File: src/rtl/y86_pkg.sv
// Shared Y86-64 encodings and helpers for the fetch-side branch predictor.
package y86_pkg;

    localparam logic [3:0] ICODE_JXX  = 4'h7;
    localparam logic [3:0] ICODE_CALL = 4'h8;
    localparam logic [3:0] ICODE_RET  = 4'h9;
    localparam logic [3:0] IFUN_JMP   = 4'h0;
    localparam logic [1:0] CTR_WT     = 2'b10;

    // Where the predicted next PC comes from.
    typedef enum logic [1:0] {
        PRED_SEQ,
        PRED_TARGET,
        PRED_RAS
    } pred_src_e;

    // 2-bit saturating counter step: 3 and 0 stick.
    function automatic logic [1:0] ctr_next(input logic [1:0] ctr, input logic taken);
        if (taken) begin
            return (ctr == 2'b11) ? ctr : ctr + 2'd1;
        end
        return (ctr == 2'b00) ? ctr : ctr - 2'd1;
    endfunction

endpackage

File: src/rtl/y86_ras.sv
// Circular return-address stack; overflow overwrites the oldest entry, pop on empty is ignored.
module y86_ras #(
    parameter int AW    = 64,
    parameter int DEPTH = 8,
    localparam int PW   = $clog2(DEPTH),
    localparam int CW   = PW + 1
) (
    input  logic          clk,
    input  logic          rst_n,
    input  logic          i_push,
    input  logic          i_pop,
    input  logic [AW-1:0] i_data,
    output logic [AW-1:0] o_top,
    output logic [CW-1:0] o_count
);

    logic [AW-1:0] r_stack [DEPTH];
    logic [PW-1:0] r_ptr;
    logic [CW-1:0] r_count;

    assign o_top   = r_stack[r_ptr - PW'(1)];
    assign o_count = r_count;

    // NOTE: the storage array has no reset; r_count guards every read, so
    // stale contents are never observed and the array can map to plain RAM.
    always_ff @(posedge clk) begin
        if (i_push) begin
            r_stack[r_ptr] <= i_data;
        end
    end

    always_ff @(posedge clk or negedge rst_n) begin
        if (!rst_n) begin
            r_ptr   <= '0;
            r_count <= '0;
        end else if (i_push) begin
            r_ptr <= r_ptr + PW'(1);
            if (r_count != CW'(DEPTH)) begin
                r_count <= r_count + CW'(1);
            end
        end else if (i_pop && r_count != '0) begin
            r_ptr   <= r_ptr - PW'(1);
            r_count <= r_count - CW'(1);
        end
    end

endmodule

File: src/rtl/y86_branch_predictor.sv
// Next-PC predictor beside fetch: bimodal/gshare PHT for jXX, RAS for ret, with perf counters.
module y86_branch_predictor
    import y86_pkg::*;
#(
    parameter int AW        = 64,
    parameter int PHT_BITS  = 6,
    parameter int MODE      = 0,
    parameter int HIST_BITS = 6,
    parameter int RAS_DEPTH = 8,
    parameter int CNT_W     = 32
) (
    input  logic             clk,
    input  logic             rst_n,
    input  logic             f_valid,
    input  logic             f_stall,
    input  logic [AW-1:0]    f_pc,
    input  logic [3:0]       f_icode,
    input  logic [3:0]       f_ifun,
    input  logic [AW-1:0]    f_valC,
    input  logic [AW-1:0]    f_valP,
    output logic [AW-1:0]    pred_pc,
    output logic             pred_taken,
    output logic             ras_miss,
    input  logic             e_valid,
    input  logic [3:0]       e_icode,
    input  logic [3:0]       e_ifun,
    input  logic [AW-1:0]    e_pc,
    input  logic [AW-1:0]    e_valC,
    input  logic [AW-1:0]    e_valP,
    input  logic             e_Cnd,
    input  logic             e_pred_taken,
    output logic             e_mispredict,
    output logic [AW-1:0]    e_redirect_pc,
    input  logic             m_ret_valid,
    input  logic [AW-1:0]    m_ret_pred,
    input  logic [AW-1:0]    m_valM,
    output logic             m_ret_mispredict,
    output logic [CNT_W-1:0] branch_cnt,
    output logic [CNT_W-1:0] mispred_cnt
);

    localparam int PHT_ENTRIES = 1 << PHT_BITS;
    localparam int RAS_CW      = $clog2(RAS_DEPTH) + 1;

    logic [1:0]           r_pht [PHT_ENTRIES];
    logic [HIST_BITS-1:0] r_ghr;
    logic [CNT_W-1:0]     r_branch_cnt;
    logic [CNT_W-1:0]     r_mispred_cnt;

    logic [PHT_BITS-1:0]  w_hist;
    logic [PHT_BITS-1:0]  w_f_idx;
    logic [PHT_BITS-1:0]  w_e_idx;
    logic                 w_train;
    logic                 w_ras_push;
    logic                 w_ras_pop;
    logic                 w_ras_empty;
    logic [AW-1:0]        w_ras_top;
    logic [RAS_CW-1:0]    w_ras_count;
    pred_src_e            w_src;
    logic [1:0]           w_mis_inc;
    logic [CNT_W:0]       w_mis_sum;
    logic                 w_unused;

    // Fetch and execute see the same GHR in a given cycle; execute uses the pre-shift value.
    assign w_hist  = (MODE == 1) ? PHT_BITS'(r_ghr) : '0;
    assign w_f_idx = f_pc[PHT_BITS-1:0] ^ w_hist;
    assign w_e_idx = e_pc[PHT_BITS-1:0] ^ w_hist;

    assign w_train     = e_valid && e_icode == ICODE_JXX && e_ifun != IFUN_JMP;
    assign w_ras_empty = (w_ras_count == '0);
    assign w_unused    = ^{f_pc[AW-1:PHT_BITS], e_pc[AW-1:PHT_BITS]};

    always_comb begin
        w_src      = PRED_SEQ;
        pred_taken = 1'b0;
        ras_miss   = 1'b0;
        w_ras_push = 1'b0;
        w_ras_pop  = 1'b0;
        if (f_valid) begin
            case (f_icode)
                ICODE_JXX: begin
                    if (f_ifun == IFUN_JMP || r_pht[w_f_idx][1]) begin
                        w_src      = PRED_TARGET;
                        pred_taken = 1'b1;
                    end
                end
                ICODE_CALL: begin
                    w_src      = PRED_TARGET;
                    w_ras_push = ~f_stall;
                end
                ICODE_RET: begin
                    if (!w_ras_empty) begin
                        w_src      = PRED_RAS;
                        pred_taken = 1'b1;
                        w_ras_pop  = ~f_stall;
                    end else begin
                        ras_miss = 1'b1;
                    end
                end
                default: ;
            endcase
        end
    end

    always_comb begin
        case (w_src)
            PRED_TARGET: pred_pc = f_valC;
            PRED_RAS:    pred_pc = w_ras_top;
            default:     pred_pc = f_valP;
        endcase
    end

    y86_ras #(
        .AW    (AW),
        .DEPTH (RAS_DEPTH)
    ) u_ras (
        .clk     (clk),
        .rst_n   (rst_n),
        .i_push  (w_ras_push),
        .i_pop   (w_ras_pop),
        .i_data  (f_valP),
        .o_top   (w_ras_top),
        .o_count (w_ras_count)
    );

    // Fetch reads r_pht combinationally, so a same-cycle write is seen only next cycle.
    always_ff @(posedge clk or negedge rst_n) begin
        if (!rst_n) begin
            for (int i = 0; i < PHT_ENTRIES; i++) begin
                r_pht[i] <= CTR_WT;
            end
        end else if (w_train) begin
            r_pht[w_e_idx] <= ctr_next(r_pht[w_e_idx], e_Cnd);
        end
    end

    always_ff @(posedge clk or negedge rst_n) begin
        if (!rst_n) begin
            r_ghr <= '0;
        end else if (MODE == 1 && w_train) begin
            r_ghr <= {r_ghr[HIST_BITS-2:0], e_Cnd};
        end
    end

    assign e_mispredict     = w_train && (e_Cnd != e_pred_taken);
    assign e_redirect_pc    = e_Cnd ? e_valC : e_valP;
    assign m_ret_mispredict = m_ret_valid && (m_ret_pred != m_valM);

    // Both mispredict sources may fire together; the extra sum bit detects saturation.
    assign w_mis_inc = {1'b0, e_mispredict} + {1'b0, m_ret_mispredict};
    assign w_mis_sum = {1'b0, r_mispred_cnt} + (CNT_W + 1)'(w_mis_inc);

    always_ff @(posedge clk or negedge rst_n) begin
        if (!rst_n) begin
            r_branch_cnt  <= '0;
            r_mispred_cnt <= '0;
        end else begin
            if (w_train && r_branch_cnt != '1) begin
                r_branch_cnt <= r_branch_cnt + CNT_W'(1);
            end
            r_mispred_cnt <= w_mis_sum[CNT_W] ? '1 : w_mis_sum[CNT_W-1:0];
        end
    end

    assign branch_cnt  = r_branch_cnt;
    assign mispred_cnt = r_mispred_cnt;

endmodule

File: config.mk
export PLATFORM = sky130hd
export DESIGN_NAME = y86_branch_predictor
export DESIGN_NICKNAME = d
export VERILOG_FILES = /design/src/rtl/y86_pkg.sv /design/src/rtl/y86_ras.sv /design/src/rtl/y86_branch_predictor.sv
export SDC_FILE = /design/constraint.sdc
export NUM_CORES = 1
export LEC_CHECK = 0
export CAP_MARGIN = 20
export CORE_MARGIN = 1.5
export CORE_UTILIZATION = 25
export CTS_BUF_LIST = sky130_fd_sc_hd__clkbuf_2 sky130_fd_sc_hd__clkbuf_4 sky130_fd_sc_hd__clkbuf_8
export DETAILED_ROUTE_END_ITERATION = 12
export HOLD_SLACK_MARGIN = 0.05
export SYNTH_ARGS = -nofsm -noshare
export SYNTH_HDL_FRONTEND = slang
export SYNTH_SLANG_ARGS = --single-unit
File: constraint.sdc
create_clock -name clk -period 10.69 [get_ports clk]
set_clock_uncertainty 0.1 [all_clocks]
set_input_delay 2.6725 -clock clk [delete_from_list [all_inputs] [get_ports clk]]
set_output_delay 2.6725 -clock clk [all_outputs]
set_load 0.02 [all_outputs]
==> results.yml <==
routing:
  wl_per_cell_um: 20.2
  dr_wl_met2_um: 47600
  detail_route.iter0.violations: 1470
  routed_wl_um: 95500
  drcViolationCount: 0
  top_layer: "met5"
  first_pass_iters: 7
  wl_met1_um: 38400
  drtAntennaViolNets: 0
  via_per_inst: 4.65
  met3_wirelength_um: 6690
  num_vias: 22019
synthesis:
  synth_area_mm2: 0.0327
  yosys-top-cells-count: "512 x edfxtp_1, 209 x nand2_1, 167 x nor2_1, 150 x mux4_2, 135 x dfrtp_1"
  syn_area_per_cell_um2: 14.5
  synth-seq-cells: 711
  synth_warnings: 0
  synth_most_common_cell: "edfxtp_1"
  synth_top_area_share_pct: 47.1
  synth_cells: 2255
  syn_nets: 2801
  synth.distinct_cells: 77
  ys_top_cells_by_area: "edfxtp_1 47%, dfrtp_1 10%, mux4_2 10%"
  ys_seq_area_share_pct: 62.6
  yosysTopAreaCell: "edfxtp_1"
  synth_edf_count: 512
  ys_async_sr_fraction_pct: 28.0
  synthFlopType: "edfxtp_1"
global_routing:
  grt_pass1_vias: 22205
  grt_pass1_wl_um: 138000
  overflow: 0
  track_usage_pct: 13.8
  grt_max_degree: 129
  antenna_found_initial: 8
clock_network:
  cts_buffers: 116
  ctsRootBufferMaster: "clkbuf_8"
  cts_resized: 0
  cts_tree: "yes"
  htreeDepth: 3
  cts_buffer_depth: 3
  clk_latency_ns: 0.81
  hold_buffers: 0
  clkSinkCount: 711
  postCtsSetupRepairBufs: 0
  clk_pin_slew_ns: 0.06
cells_and_area:
  drive_gt1_share_pct: 20.8
  nets: 3453
  num-fill-cells: 12720
  area_growth_syn_to_layout_pct: 32.5
timing:
  finalSetupTns_ns: 0
  slew_headroom_pct: 28.7
  setup_viol: 0
  setup_slack_ns: 0.805
  min_period_ns: 9.89
  slew_violations: 0
  final_hold_viol_count: 0
  worstMarginPinSlew_ns: 1.07
  fmax_mhz: 101
  rsz0062_at_grt: "false"
  timing.final.crit_share_pct: 92.5
power:
  p_leak_nw: 14.9
  power_frac_clock_pct: 31.7
  seqPwrFrac_pct: 41.4
  swShare_pct: 28.4
  irDropWorstVdd_uv: 194
  power_mw: 7.54
  comb_power_share_pct: 26.9
  pwr_density_cell_mw_per_mm2: 174
  internal-power_mw: 5.40
  p_sw_mw: 2.14
placed_design:
  gp_congestion: 0.833
  io_buffers: 615
  place_ws_ns: 0.752
  dp_hpwl_um: 62700
worst_setup_path:
  start_kind: "input port"
  required_ns: 7.92
  rr_startpoint: "r_pht[107]"
  crit_path_start: "f_pc[0]"
  worstPathArrival_ns: 7.11
  cp_max_fo: 40
  cp-end-kind: "output port"
  worstSetupPathType: "in -> out"
  rrSetupSlack_ns: 6.74
floorplan:
  die-area_mm2: 0.133
  die_w_um: 364
  rows: 132
  die_h_um: 364
  start_util_pct: 25.2
  coreArea_mm2: 0.130
  ios: 732
job:
  drv_cap: 0
worst_hold_path:
  hp-class: "reg -> reg"
  min-delay-start: "r_pht[0]"
outcome:
  status: "finished clean"
critical path, cell delays in order:
cell and delay, ns:
clkdlybuf4s50_1 0.45, buf_4 0.33, mux4_2 0.56, a22oi_1 0.18, nand3_1 0.10, a211oi_1 0.23
a21oi_1 0.09, buf_4 0.18, o211ai_1 0.28, nand2_1 0.15, ha_4 0.63, buf_4 0.25
a221oi_1 0.05, a21oi_1 0.22, clkdlybuf4s50_1 0.70
worst paths after layout:
check,endpoint,cells after the start
setup reg to reg,r_pht[106],8
setup / recovery,pred_pc[39],15
hold / removal,r_pht[0],2
min in group asynchronous,branch_cnt[1],1
max in group asynchronous,u_ras.r_ptr[0],2
hold reg to reg,r_pht[0],2
power by group through the flow:
stage               clock (mW)  sequential, mW  combinational [mW]
finish                    2.39            3.12                2.03
global route              2.59            3.13                2.16
CTS                       2.48            3.12                2.07
detailed placement           0            3.18                2.06
global placement             0            3.18                2.05
floorplan                    0            3.13                1.34
layout by cell type (no fill, tap or decap), drive strengths merged, types with 8 or more instances in the layout:
cell / count
clkdlybuf4s50: 612
edfxtp: 512
nand2: 209
clkbuf: 178
nor2: 168
mux4: 151
mux2: 137
dfrtp: 135
xnor2: 97
a21oi: 82
inv: 79
a31oi: 71
a221oi: 68
o31ai: 66
dfstp: 64
buf: 56
nand3: 38
nand4: 34
mux2i: 28
xor2: 25
clkinv: 22
nor3: 14
o21ai: 13
a22oi: 12
and3: 12
nor4: 11
nor2b: 10
and4: 8
ha: 8
logic make-up after synthesis:
| group | Yosys count | synth area share, % |
|---|---|---|
| flip-flops | 711 | 62.6 |
| XOR/XNOR | 122 | 3.27 |
| buffers and inverters | 211 | 2.89 |
| adder cells (fa/ha/maj) | 10 | 0.429 |
| AND/OR/NAND/NOR | 538 | 7.40 |
| AO/OA/AOI/OAI | 347 | 7.42 |
| multiplexers | 316 | 16.0 |
sequential cells by signal, summed over array words and instances, names as in the netlist:
register / cells
r_pht: 128
u_ras.r_stack: 512
branch_cnt: 32
mispred_cnt: 32
u_ras.r_ptr: 3
u_ras.o_count: 4
metal layers:
layer  global-route usage, %  vias to the layer above
met3                    3.08                      140
met2                    23.7                      855
li1                        -                    10032
met1                    16.9                    10986
met5                       0                        -
met4                    5.39                        6
final cells by class:
type | instances | area [um^2] | area share (%)
inverter | 77 | 289 | 0.668
timing repair buffer | 668 | 6590 | 15.2
clock buffer | 178 | 2120 | 4.89
tap | 1742 | 2180 | 5.04
multi-input combinational | 1333 | 11400 | 26.3
sequential | 711 | 20400 | 47.2
clock inverter | 26 | 248 | 0.572
antenna | 5 | 12.5 | 0.0289
stage by stage:
step | utilization [%] | hold WS [ns] | std cells | area (um^2)
6_report | 33.4 | 0.372 | 4740 | 43300
3_3_place_gp | 31.5 | 0.354 | 4530 | 40900
4_1_cts | 33.4 | 0.372 | 4735 | 43300
2_1_floorplan | - | 0.341 | 2255 | 32700
5_1_grt | 33.4 | 0.398 | 4740 | 43300
3_5_place_dp | 31.5 | 0.360 | 4531 | 40900
No activity file was read; power rests on OpenSTA's default activity.
